$ cat src/rtl/spi_pkg.sv
// Shared constants and types for the SPI register-write controller.
// Frame layout: [15] R/W (1 = write), [14:8] address, [7:0] data, sent MSB first.
package spi_pkg;

  localparam int FRAME_W = 16;
  localparam int ADDR_W  = 7;
  localparam int DATA_W  = 8;
  localparam int RW_BIT  = 15;

  // Peripheral-side register map; addresses above ADDR_PWM_DUTY are still sent
  // unchanged and left for the peripheral to discard.
  localparam logic [ADDR_W-1:0] ADDR_EN_OUT_7_0  = 7'h00;
  localparam logic [ADDR_W-1:0] ADDR_EN_OUT_15_8 = 7'h01;
  localparam logic [ADDR_W-1:0] ADDR_EN_PWM_7_0  = 7'h02;
  localparam logic [ADDR_W-1:0] ADDR_EN_PWM_15_8 = 7'h03;
  localparam logic [ADDR_W-1:0] ADDR_PWM_DUTY    = 7'h04;

  typedef enum logic [1:0] {
    IDLE  = 2'd0,
    SHIFT = 2'd1,
    HOLD  = 2'd2,
    GAP   = 2'd3
  } state_t;

  // Packs one request into the on-wire frame.
  function automatic logic [FRAME_W-1:0] make_frame(input logic              write,
                                                    input logic [ADDR_W-1:0] addr,
                                                    input logic [DATA_W-1:0] data);
    return {write, addr, data};
  endfunction

endpackage

$ cat src/rtl/spi_controller_if.sv
// Request/response bundle of the SPI controller.
// master: the test/config agent issuing register accesses; slave: spi_controller.
interface spi_controller_if;
  import spi_pkg::*;

  logic              req_valid;
  logic              req_ready;
  logic              req_write;
  logic [ADDR_W-1:0] req_addr;
  logic [DATA_W-1:0] req_data;
  logic              busy;
  logic              done;
  logic [DATA_W-1:0] rd_data;

  modport master (
    output req_valid, req_write, req_addr, req_data,
    input  req_ready, busy, done, rd_data
  );

  modport slave (
    input  req_valid, req_write, req_addr, req_data,
    output req_ready, busy, done, rd_data
  );

endinterface

$ cat src/rtl/spi_clk_div.sv
// Phase timer for the SPI controller: phase_tick pulses on the last cycle of
// every CLK_DIV-cycle phase while run is high. start restarts the count and
// the counter is held at zero whenever run is low.
module spi_clk_div #(
  parameter int CLK_DIV = 4
) (
  input  logic clk,
  input  logic rst_n,
  input  logic start,
  input  logic run,
  output logic phase_tick
);

  localparam int CNT_W = $clog2(CLK_DIV);

  logic [CNT_W-1:0] cnt_q, cnt_d;
  logic             at_end;

  assign at_end     = (cnt_q == CNT_W'(CLK_DIV - 1));
  assign phase_tick = run && at_end;

  // Next count: wrap at the end of a phase, clear on restart or while stopped.
  always_comb begin
    if (start || !run || at_end) cnt_d = '0;
    else                         cnt_d = cnt_q + CNT_W'(1);
  end

  // Counter register.
  always_ff @(posedge clk or negedge rst_n) begin
    if (!rst_n) cnt_q <= '0;
    else        cnt_q <= cnt_d;
  end

endmodule

$ cat src/rtl/spi_controller.sv
// SPI mode-0 initiator for the on-chip register-write link.
// One request per valid/ready handshake is sent as a 16-bit frame
// {write, addr[6:0], data[7:0]}, MSB first, on ncs/sclk/copi.
// Optional build macro SPI_CTRL_READBACK_EN: captures cipo during the data
// phase of read frames into rd_data; without it rd_data is constant 0.
module spi_controller
  import spi_pkg::*;
#(
  parameter int CLK_DIV = 4,
  parameter int CS_GAP  = 4
) (
  input  logic             clk,
  input  logic             rst_n,
  spi_controller_if.slave  bus,
  output logic             sclk,
  output logic             ncs,
  output logic             copi,
  input  logic             cipo
);

  localparam int GAP_W = $clog2(CS_GAP);

  state_t             state_q, state_d;
  logic [FRAME_W-1:0] shift_q, shift_d;
  logic [3:0]         bit_cnt_q, bit_cnt_d;
  logic [GAP_W-1:0]   gap_cnt_q, gap_cnt_d;
  logic               sclk_q, sclk_d;
  logic               ncs_q, ncs_d;
  logic               copi_q, copi_d;
  logic               ready_q, ready_d;
  logic               busy_q, busy_d;
  logic               done_q, done_d;

  logic accept;
  logic div_run;
  logic phase_tick;

  assign accept  = bus.req_valid && ready_q;
  assign div_run = (state_q == SHIFT) || (state_q == HOLD);

  spi_clk_div #(
    .CLK_DIV (CLK_DIV)
  ) u_clk_div (
    .clk        (clk),
    .rst_n      (rst_n),
    .start      (accept),
    .run        (div_run),
    .phase_tick (phase_tick)
  );

  // Frame sequencer: IDLE -> SHIFT (16 low/high sclk phase pairs) -> HOLD -> GAP.
  always_comb begin
    // NOTE: every _d starts from its _q value so partial assignments below
    // never infer a latch.
    state_d   = state_q;
    shift_d   = shift_q;
    bit_cnt_d = bit_cnt_q;
    gap_cnt_d = gap_cnt_q;
    sclk_d    = sclk_q;
    ncs_d     = ncs_q;
    copi_d    = copi_q;
    done_d    = 1'b0;

    case (state_q)
      IDLE: begin
        if (accept) begin
          state_d   = SHIFT;
          shift_d   = make_frame(bus.req_write, bus.req_addr, bus.req_data);
          bit_cnt_d = 4'd15;
          ncs_d     = 1'b0;
          sclk_d    = 1'b0;
          copi_d    = bus.req_write;
        end
      end
      SHIFT: begin
        if (phase_tick) begin
          if (!sclk_q) begin
            sclk_d = 1'b1;
          end else begin
            sclk_d = 1'b0;
            if (bit_cnt_q == 4'd0) begin
              state_d = HOLD;
            end else begin
              // Rotate rather than zero-fill; copi only ever looks at the next bit.
              bit_cnt_d = bit_cnt_q - 4'd1;
              shift_d   = {shift_q[FRAME_W-2:0], shift_q[FRAME_W-1]};
              copi_d    = shift_q[FRAME_W-2];
            end
          end
        end
      end
      HOLD: begin
        if (phase_tick) begin
          state_d   = GAP;
          ncs_d     = 1'b1;
          copi_d    = 1'b0;
          done_d    = 1'b1;
          gap_cnt_d = '0;
        end
      end
      GAP: begin
        if (gap_cnt_q == GAP_W'(CS_GAP - 1)) state_d   = IDLE;
        else                                 gap_cnt_d = gap_cnt_q + GAP_W'(1);
      end
      default: state_d = IDLE;
    endcase

    ready_d = (state_d == IDLE);
    busy_d  = (state_d != IDLE);
  end

  // Sequencer and pin registers; reset parks the link with ncs high.
  always_ff @(posedge clk or negedge rst_n) begin
    // NOTE: state registers use non-blocking assignments so every flop samples
    // pre-edge values regardless of statement order.
    if (!rst_n) begin
      state_q   <= IDLE;
      shift_q   <= '0;
      bit_cnt_q <= '0;
      gap_cnt_q <= '0;
      sclk_q    <= 1'b0;
      ncs_q     <= 1'b1;
      copi_q    <= 1'b0;
      ready_q   <= 1'b0;
      busy_q    <= 1'b0;
      done_q    <= 1'b0;
    end else begin
      state_q   <= state_d;
      shift_q   <= shift_d;
      bit_cnt_q <= bit_cnt_d;
      gap_cnt_q <= gap_cnt_d;
      sclk_q    <= sclk_d;
      ncs_q     <= ncs_d;
      copi_q    <= copi_d;
      ready_q   <= ready_d;
      busy_q    <= busy_d;
      done_q    <= done_d;
    end
  end

  assign sclk          = sclk_q;
  assign ncs           = ncs_q;
  assign copi          = copi_q;
  assign bus.req_ready = ready_q;
  assign bus.busy      = busy_q;
  assign bus.done      = done_q;

`ifdef SPI_CTRL_READBACK_EN
  logic              is_write_q, is_write_d;
  logic [DATA_W-1:0] rx_q, rx_d;
  logic [DATA_W-1:0] rd_data_q, rd_data_d;

  // Readback: sample cipo on the 8 data-phase rising edges, publish on done of reads.
  always_comb begin
    is_write_d = is_write_q;
    rx_d       = rx_q;
    rd_data_d  = rd_data_q;
    if (accept) is_write_d = bus.req_write;
    if ((state_q == SHIFT) && phase_tick && !sclk_q && (bit_cnt_q < 4'd8))
      rx_d = {rx_q[DATA_W-2:0], cipo};
    if ((state_q == HOLD) && phase_tick && !is_write_q)
      rd_data_d = rx_q;
  end

  // Readback registers.
  always_ff @(posedge clk or negedge rst_n) begin
    if (!rst_n) begin
      is_write_q <= 1'b0;
      rx_q       <= '0;
      rd_data_q  <= '0;
    end else begin
      is_write_q <= is_write_d;
      rx_q       <= rx_d;
      rd_data_q  <= rd_data_d;
    end
  end

  assign bus.rd_data = rd_data_q;
`else
  logic unused_cipo;
  assign unused_cipo = cipo;
  assign bus.rd_data = '0;
`endif

endmodule

$ cat src/flat_wrapper.sv
// flat-port wrapper written by rule: the top's interface ports become plain ports
module spi_controller_flat import spi_pkg::*;
#(
  parameter int CLK_DIV = 4,
  parameter int CS_GAP  = 4
)
  (clk, rst_n, sclk, ncs, copi, cipo, bus_req_valid, bus_req_write, bus_req_addr, bus_req_data, bus_req_ready, bus_busy, bus_done, bus_rd_data);
  spi_controller_if bus_i ();
  input  logic clk;
  input  logic rst_n;
  output logic sclk;
  output logic ncs;
  output logic copi;
  input  logic cipo;
  input wire logic [$bits(bus_i.req_valid)-1:0] bus_req_valid;
  input wire logic [$bits(bus_i.req_write)-1:0] bus_req_write;
  input wire logic [$bits(bus_i.req_addr)-1:0] bus_req_addr;
  input wire logic [$bits(bus_i.req_data)-1:0] bus_req_data;
  output wire logic [$bits(bus_i.req_ready)-1:0] bus_req_ready;
  output wire logic [$bits(bus_i.busy)-1:0] bus_busy;
  output wire logic [$bits(bus_i.done)-1:0] bus_done;
  output wire logic [$bits(bus_i.rd_data)-1:0] bus_rd_data;
  assign bus_i.req_valid = bus_req_valid;
  assign bus_i.req_write = bus_req_write;
  assign bus_i.req_addr = bus_req_addr;
  assign bus_i.req_data = bus_req_data;
  assign bus_req_ready = bus_i.req_ready;
  assign bus_busy = bus_i.busy;
  assign bus_done = bus_i.done;
  assign bus_rd_data = bus_i.rd_data;
  spi_controller #(.CLK_DIV(CLK_DIV), .CS_GAP(CS_GAP)) u_core (.clk(clk), .rst_n(rst_n), .bus(bus_i), .sclk(sclk), .ncs(ncs), .copi(copi), .cipo(cipo));
endmodule
$ cat config.mk
export PLATFORM = sky130hd
export DESIGN_NAME = spi_controller_flat
export DESIGN_NICKNAME = d
export VERILOG_FILES = /design/src/rtl/spi_pkg.sv /design/src/rtl/spi_controller_if.sv /design/src/rtl/spi_clk_div.sv /design/src/rtl/spi_controller.sv /design/src/flat_wrapper.sv
export SDC_FILE = /design/constraint.sdc
export NUM_CORES = 1
export LEC_CHECK = 0
export CAP_MARGIN = 5
export CORE_ASPECT_RATIO = 1.4
export CORE_UTILIZATION = 55
export CTS_CLUSTER_DIAMETER = 40
export DETAILED_ROUTE_END_ITERATION = 12
export GPL_ROUTABILITY_DRIVEN = 0
export PLACE_DENSITY = 0.86
export SYNTH_ARGS = -nofsm -noshare
export SYNTH_HDL_FRONTEND = slang
export SYNTH_SLANG_ARGS = --single-unit
$ cat constraint.sdc
create_clock -name clk -period 3.85 [get_ports clk]
set_input_delay 0.5775 -clock clk [delete_from_list [all_inputs] [get_ports clk]]
set_output_delay 0.5775 -clock clk [all_outputs]
set_load 0.01 [all_outputs]
==> out/metrics.yaml, run 1 <==
routing:
  routed_wl_mm: 3.82
  vias: 1409
  viasPerCell: 5.95
  antenna_left: 0
  firstDrtPassIters: 4
  wl_per_cell_microns: 16.1
  first_iter_violations: 41
  drc: 0
synth:
  synth_compound_area_share_pct: 20.3
  ys_warn_count: 0
  synth_flop_cell: "dfrtp_1"
  synth_edf_count: 0
  synthAdderAreaFrac_pct: 5.67
  synth_area_sq_um: 1770
  syn_avg_cell_area_sq_um: 10.4
  synth_top_area_share_pct: 43.9
  yosysTopAreaCell: "dfrtp_1"
  yosysUniqueCellTypes: 44
  seq_area_frac_synth_pct: 45.4
  synthMuxAreaShare_pct: 6.95
  syn-instance-count: 170
  yosys_register_bits: 32
  synth_common_cells: "31 x dfrtp_1, 26 x a21oi_1, 10 x mux2i_1, 9 x buf_4, 9 x inv_1"
  synthArstFlopShare_pct: 100
  synth_area_leaders: "dfrtp_1 44%, a21oi_1 7.4%, ha_1 5.7%"
  synth_top_family_by_area: "compound AO/OA/AOI/OAI gates"
  synth_simple_gate_area_share_pct: 13.8
  synth_most_common_cell: "dfrtp_1"
  synth_xor_area_share_pct: 0
timing:
  setup_tns_ps: 0
  slew_viol_final: 0
  tightestPinTransition_ps: 617
  finalSetupViolCount: 0
  slew_headroom_pct: 58.8
  finalCritPeriodShare_pct: 67.2
  max_freq_mhz: 387
  clock_skew_ps: 4.50
  period_needed_ps: 2590
  hold_viol: 0
  rsz0062_at_grt: "no"
grt:
  grt_pass1_wl_mm: 6.22
  grt_antenna_before_repair: 0
  grt_use_total_pct: 24.4
  grt_pass1_vias: 1434
  grt.overflow.total: 0
  grt_max_degree: 33
clock_network:
  cts_buffers: 5
  postCtsHoldBufs: 0
  insertion_delay_ps: 280
  cts-root-buf: "clkbuf_8"
  clock_path_buffers: 2
  cts_resized: 0
  post_cts_buffers: 0
  cts_tree: "yes"
  clock_sinks: 32
  path_clk_slew_ps: 60
  cts_max_level: 2
min_path:
  hold_class: "reg2reg"
pwr:
  power.leakage_nw: 0.887
  peakVddDrop_mv: 0.462
  p_per_area_nw_per_um2: 692
finish:
  fin_util_pct: 67.9
  finalInstanceArea_sq_um: 2100
  layout.cells.non_filler: 237
  syn_to_final_growth_pct: 18.9
  fin_nets: 225
  antennaDiodeCount: 0
  drive_gt1_share_pct: 12.6
worst_setup_path:
  cp-start-kind: "flop"
  end_kind: "flop"
  worstPathRequired_ps: 4070
  cp_max_fo: 25
  criticalPathCategory: "reg2reg"
  cp.arrival_ps: 2810
floorplan:
  dieArea_sq_um: 3440
  die_w_microns: 49.9
  rows: 24
  initial_core_util_pct: 57.1
  io_pins: 34
  coreArea_sq_um: 3090
  die-height_microns: 69.0
flow_run:
  maxCapViolCount: 0
placed_design:
  dp_hpwl_mm: 2.75
  port_buffers: 24
  dpl_cell_area_sq_um: 2010
  dpl.cell_count: 229
outcome:
  outcome: "finished clean"
[sequential cells by signal, indices dropped and copies added, names as in the netlist]
| register | count |
|---|---|
| u_core.bus.req_ready | 1 |
| u_core.u_clk_div.cnt_q | 2 |
| u_core.state_q | 2 |
| u_core.sclk | 1 |
| u_core.bus.busy | 1 |
| u_core.bus.done | 1 |
| u_core.bit_cnt_q | 4 |
| u_core.gap_cnt_q | 2 |
| u_core.copi | 1 |
| u_core.shift_q | 16 |
| u_core.ncs | 1 |
[cell type report]
type	count	area, sq um
fillers	254	993
multi-input cells	121	855
flip-flops and latches	32	802
repair buffers	28	270
clock buffers	8	90.1
well taps	39	48.8
inverters	9	33.8
[path summary, 6_finish.rpt]
| kind | slack, ps | depth (start not counted) | endpoint | start |
|---|---|---|---|---|
| setup / recovery | 1260 | 8 | u_core.shift_q[11]$_DFFE_PN0P_ | u_core.state_q[1]$_DFF_PN0_ |
| hold reg to reg | 450 | 1 | u_core.u_clk_div.cnt_q[0]$_DFF_PN0_ | u_core.u_clk_div.cnt_q[0]$_DFF_PN0_ |
| max in group asynchronous | 2830 | 2 | u_core.ncs$_DFFE_PN1P_ | rst_n |
| setup reg to reg | 1260 | 8 | u_core.shift_q[11]$_DFFE_PN0P_ | u_core.state_q[1]$_DFF_PN0_ |
| min in group asynchronous | 690 | 2 | u_core.bus.done$_DFF_PN0_ | rst_n |
| hold / removal | 450 | 1 | u_core.u_clk_div.cnt_q[0]$_DFF_PN0_ | u_core.u_clk_div.cnt_q[0]$_DFF_PN0_ |
[cell families (layout without fill, tap and decap cells)]
group / Yosys count / in the layout
compound gates: 54 / 54
simple gates: 39 / 39
flops: 32 / 32
buf+inv: 24 / 45
mux: 12 / 12
fa+ha+maj: 8 / 8
other cells: 1 / 8
[where the power goes]
group,internal [mW],switching (mW),leakage (nW),total [mW]
clock network,0.146,0.119,0.0455,0.265
registers,0.463,0.0902,0.350,0.553
logic,0.286,0.349,0.491,0.635
total,0.895,0.558,0.887,1.45
[worst max-delay path: stages (launching register included)]
cell and delay (ps):
dfrtp_1 440, inv_1 130, ha_1 160, buf_4 310, nor2_1 150, a211oi_4 240, buf_4 240, and2_1 550
o221a_2 290
[per-stage QoR]
stage               worst slack (ps)  total power, mW  hold WS, ps
detailed placement              1310             1.18          442
floorplan                       2000             1.01          282
global route                    1150             1.55          465
finish                          1260             1.45          448
global placement                1400             1.14          428
CTS                             1290             1.46          450
[cell usage in the layout (no fill, tap or decap), types with 3 or more instances in the layout]
cell type,count
buf_4,4
o221a_2,5
clkbuf_8,6
inv_1,9
dfrtp_1,31
clkdlybuf4s50_1,24
nor3_1,3
conb_1,8
a21oi_1,26
nor2_1,4
nand2_1,4
mux2i_1,10
ha_1,8
o21ai_0,7
or3_1,6
nand3_1,3
a31oi_1,6
[per-layer routing]
layer	vias up	global-route usage [%]	routed length [microns]
li1	665	-	-
met1	685	25.6	1450
met2	43	42.9	2100
met3	16	5.52	149
met4	0	14.6	126
met5	-	0	0
Note: power is estimated with default switching activity, not from simulation.
==> run 2, diff against run 1 <==
--- a/config.mk
+++ b/config.mk
@@ -7,11 +7,11 @@
 export LEC_CHECK = 0
 export CAP_MARGIN = 5
 export CORE_ASPECT_RATIO = 1.4
-export CORE_UTILIZATION = 55
+export CORE_UTILIZATION = 51
 export CTS_CLUSTER_DIAMETER = 40
 export DETAILED_ROUTE_END_ITERATION = 12
 export GPL_ROUTABILITY_DRIVEN = 0
-export PLACE_DENSITY = 0.86
+export PLACE_DENSITY = 0.81
 export SYNTH_ARGS = -nofsm -noshare
 export SYNTH_HDL_FRONTEND = slang
 export SYNTH_SLANG_ARGS = --single-unit
==> constraint.sdc (replaced) <==
create_clock -name clk -period 2.49 [get_ports clk]
set_input_delay 0.3735 -clock clk [delete_from_list [all_inputs] [get_ports clk]]
set_output_delay 0.3735 -clock clk [all_outputs]
set_load 0.01 [all_outputs]
==> out/metrics.yaml, run 2 (same netlist as run 1, synthesis figures left out) <==
outcome:
  outcome: "finished clean"
timing:
  tightestPinTransition_ps: 632  # +14.6 ps
  clock_skew_ps: 6.33  # +1.84 ps
  finalCritPeriodShare_pct: 91.7  # +25 points
  slew_headroom_pct: 57.9  # -0.97 points
  max_freq_mhz: 438  # +13%
  setup_tns_ps: 0  # unchanged
  finalSetupViolCount: 0  # unchanged
  slew_viol_final: 0  # unchanged
  period_needed_ps: 2280  # -303 ps
  hold_viol: 0  # unchanged
  rsz0062_at_grt: "no"
clock_network:
  cts_max_level: 2  # unchanged
  path_clk_slew_ps: 70  # about the same
  clock_path_buffers: 2  # unchanged
  insertion_delay_ps: 290  # about the same
  clock_sinks: 32  # unchanged
  cts_tree: "yes"
  postCtsHoldBufs: 0  # unchanged
  cts-root-buf: "clkbuf_8"
  post_cts_buffers: 0  # unchanged
  cts_buffers: 5  # unchanged
  cts_resized: 0  # unchanged
floorplan:
  coreArea_sq_um: 3210  # +3.9%
  io_pins: 34  # unchanged
  die_w_microns: 51.7  # +3.7%
  rows: 24  # unchanged
  initial_core_util_pct: 54.9  # -2.1 points
  dieArea_sq_um: 3700  # +7.6%
  die-height_microns: 71.6  # +3.7%
worst_setup_path:
  criticalPathCategory: "reg2reg"
  critPathBufInv: 1  # -2
  cp_max_fo: 18  # -28%
  cp_cell_sequence: "inv_1 > ha_1 > nand2_2 > a211oi_4 > and2_1 > o221a_2"
  cp-start-kind: "flop"
  worstPathRequired_ps: 2720  # -1350 ps
  cp.arrival_ps: 2510  # -300 ps
  max_stage_delay_ps: 560  # about the same
  end_kind: "flop"
  slowest_stage: "and2_1"
  critPathTopFamily: "simple AND/OR/NAND/NOR gates"
finish:
  top_regs: "u_core.shift_q (16), u_core.bit_cnt_q (4)"
  fin_nets: 226  # +0.44%
  top_register: "u_core.shift_q"
  fill_cells: 261  # +2.8%
  syn_to_final_growth_pct: 19.5
  drive_gt1_share_pct: 14.1  # +1.4 points
  finalInstanceArea_sq_um: 2110  # +0.48%
  largest_reg_flops: 16  # unchanged
  final_common_cell: "dfrtp_1"
  seq_area_sq_um: 802  # unchanged
  multi_input_area_sq_um: 855  # unchanged
  final_cell_mix: "31 x dfrtp_1, 26 x a21oi_1, 24 x clkdlybuf4s50_1"
  antennaDiodeCount: 0  # unchanged
  layout.cells.non_filler: 238  # +0.42%
placed_design:
  dp_hpwl_mm: 2.54  # -7.4%
  dpl.cell_count: 230  # +0.44%
  dpl_cell_area_sq_um: 2020  # +0.37%
  port_buffers: 24  # unchanged
min_path:
  hold_class: "reg2reg"
grt:
  grt_pass1_vias: 1369  # -4.5%
  grt.overflow.total: 0  # unchanged
  grt_use_total_pct: 22.8  # -1.6 points
  grt_pass1_wl_mm: 6.12  # -1.5%
  grt_antenna_before_repair: 0  # unchanged
  grt_max_degree: 33  # unchanged
routing:
  drc: 0  # unchanged
  antenna_left: 0  # unchanged
  firstDrtPassIters: 4  # unchanged
  first_iter_violations: 22  # -46%
  wl_per_cell_microns: 14.7  # -9.0%
  vias: 1375  # -2.4%
  viasPerCell: 5.78  # -2.8%
  routed_wl_mm: 3.49  # -8.6%
flow_run:
  maxCapViolCount: 0  # unchanged
pwr:
  power.leakage_nw: 0.897  # +1.2%
  peakVddDrop_mv: 0.642  # +39%
  p_per_area_nw_per_um2: 1060  # +53%
run 2: cell types whose count changed in the layout (fill, tap and decap cells not counted):
| cell | previous run | this run |
|---|---|---|
| clkbuf_1 | 2 | 0 |
| clkinv_2 | 0 | 2 |
| buf_4 | 4 | 5 |
run 2: routing by layer:
layer	global-route usage, %	share of wire (%)	wire length, microns
met1	24.4	41	1440
met2	40.4	53	1870
met3	6.58	3.5	122
met4	10.2	1.8	63
met5	0	0	0
run 2: layout make-up:
cell class | instances | area share, %
multi-input cells | 121 | 40.5
well taps | 39 | 2.31
inverters | 9 | 1.60
clock buffers | 6 | 3.91
flip-flops and latches | 32 | 38.0
clock inverters | 2 | 0.474
repair buffers | 29 | 13.2
run 2: stage by stage:
stage / power, mW / hold WS, ps / utilization [%] / setup slack [ps]
finish: 2.23 / 448 / 65.7 / 207
global route: 2.42 / 493 / 65.7 / 33.3
CTS: 2.25 / 455 / 65.7 / 206
detailed placement: 1.83 / 446 / 62.8 / 217
global placement: 1.78 / 429 / 62.8 / 314
floorplan: 1.56 / 77.9 / - / 637
run 2: power breakdown:
group          total (mW)  leakage (nW)  internal (mW)  switching (mW)
logic               0.975         0.495          0.456           0.519
clock network       0.409        0.0510          0.220           0.189
registers           0.848         0.350          0.716           0.132
run 2: worst register-to-register path: stages, from the launching register on:
cell	delay, ps
dfrtp_1	430
inv_1	110
ha_1	420
nand2_2	150
a211oi_4	260
and2_1	560
o221a_2	300
run 2: path summary, 6_finish.rpt:
| path | start | endpoint | slack, ps | cells past startpoint |
|---|---|---|---|---|
| worst max register to register | u_core.state_q[1]$_DFF_PN0_ | u_core.shift_q[12]$_DFFE_PN0P_ | 210 | 6 |
| worst max-delay path | u_core.state_q[1]$_DFF_PN0_ | u_core.shift_q[12]$_DFFE_PN0P_ | 210 | 6 |
| worst min register to register | u_core.u_clk_div.cnt_q[0]$_DFF_PN0_ | u_core.u_clk_div.cnt_q[0]$_DFF_PN0_ | 450 | 1 |
| worst min-delay path | u_core.u_clk_div.cnt_q[0]$_DFF_PN0_ | u_core.u_clk_div.cnt_q[0]$_DFF_PN0_ | 450 | 1 |
| max in group asynchronous | rst_n | u_core.ncs$_DFFE_PN1P_ | 1670 | 2 |
| min in group asynchronous | rst_n | u_core.bus.done$_DFF_PN0_ | 490 | 2 |
==> run 3, diff against run 2 <==
--- a/config.mk
+++ b/config.mk
@@ -15,3 +15,4 @@
 export SYNTH_ARGS = -nofsm -noshare
 export SYNTH_HDL_FRONTEND = slang
 export SYNTH_SLANG_ARGS = --single-unit
+export TNS_END_PERCENT = 100
==> results of run 3 <==
No change in the layout: final DEF, timing and power equal those of run 2.
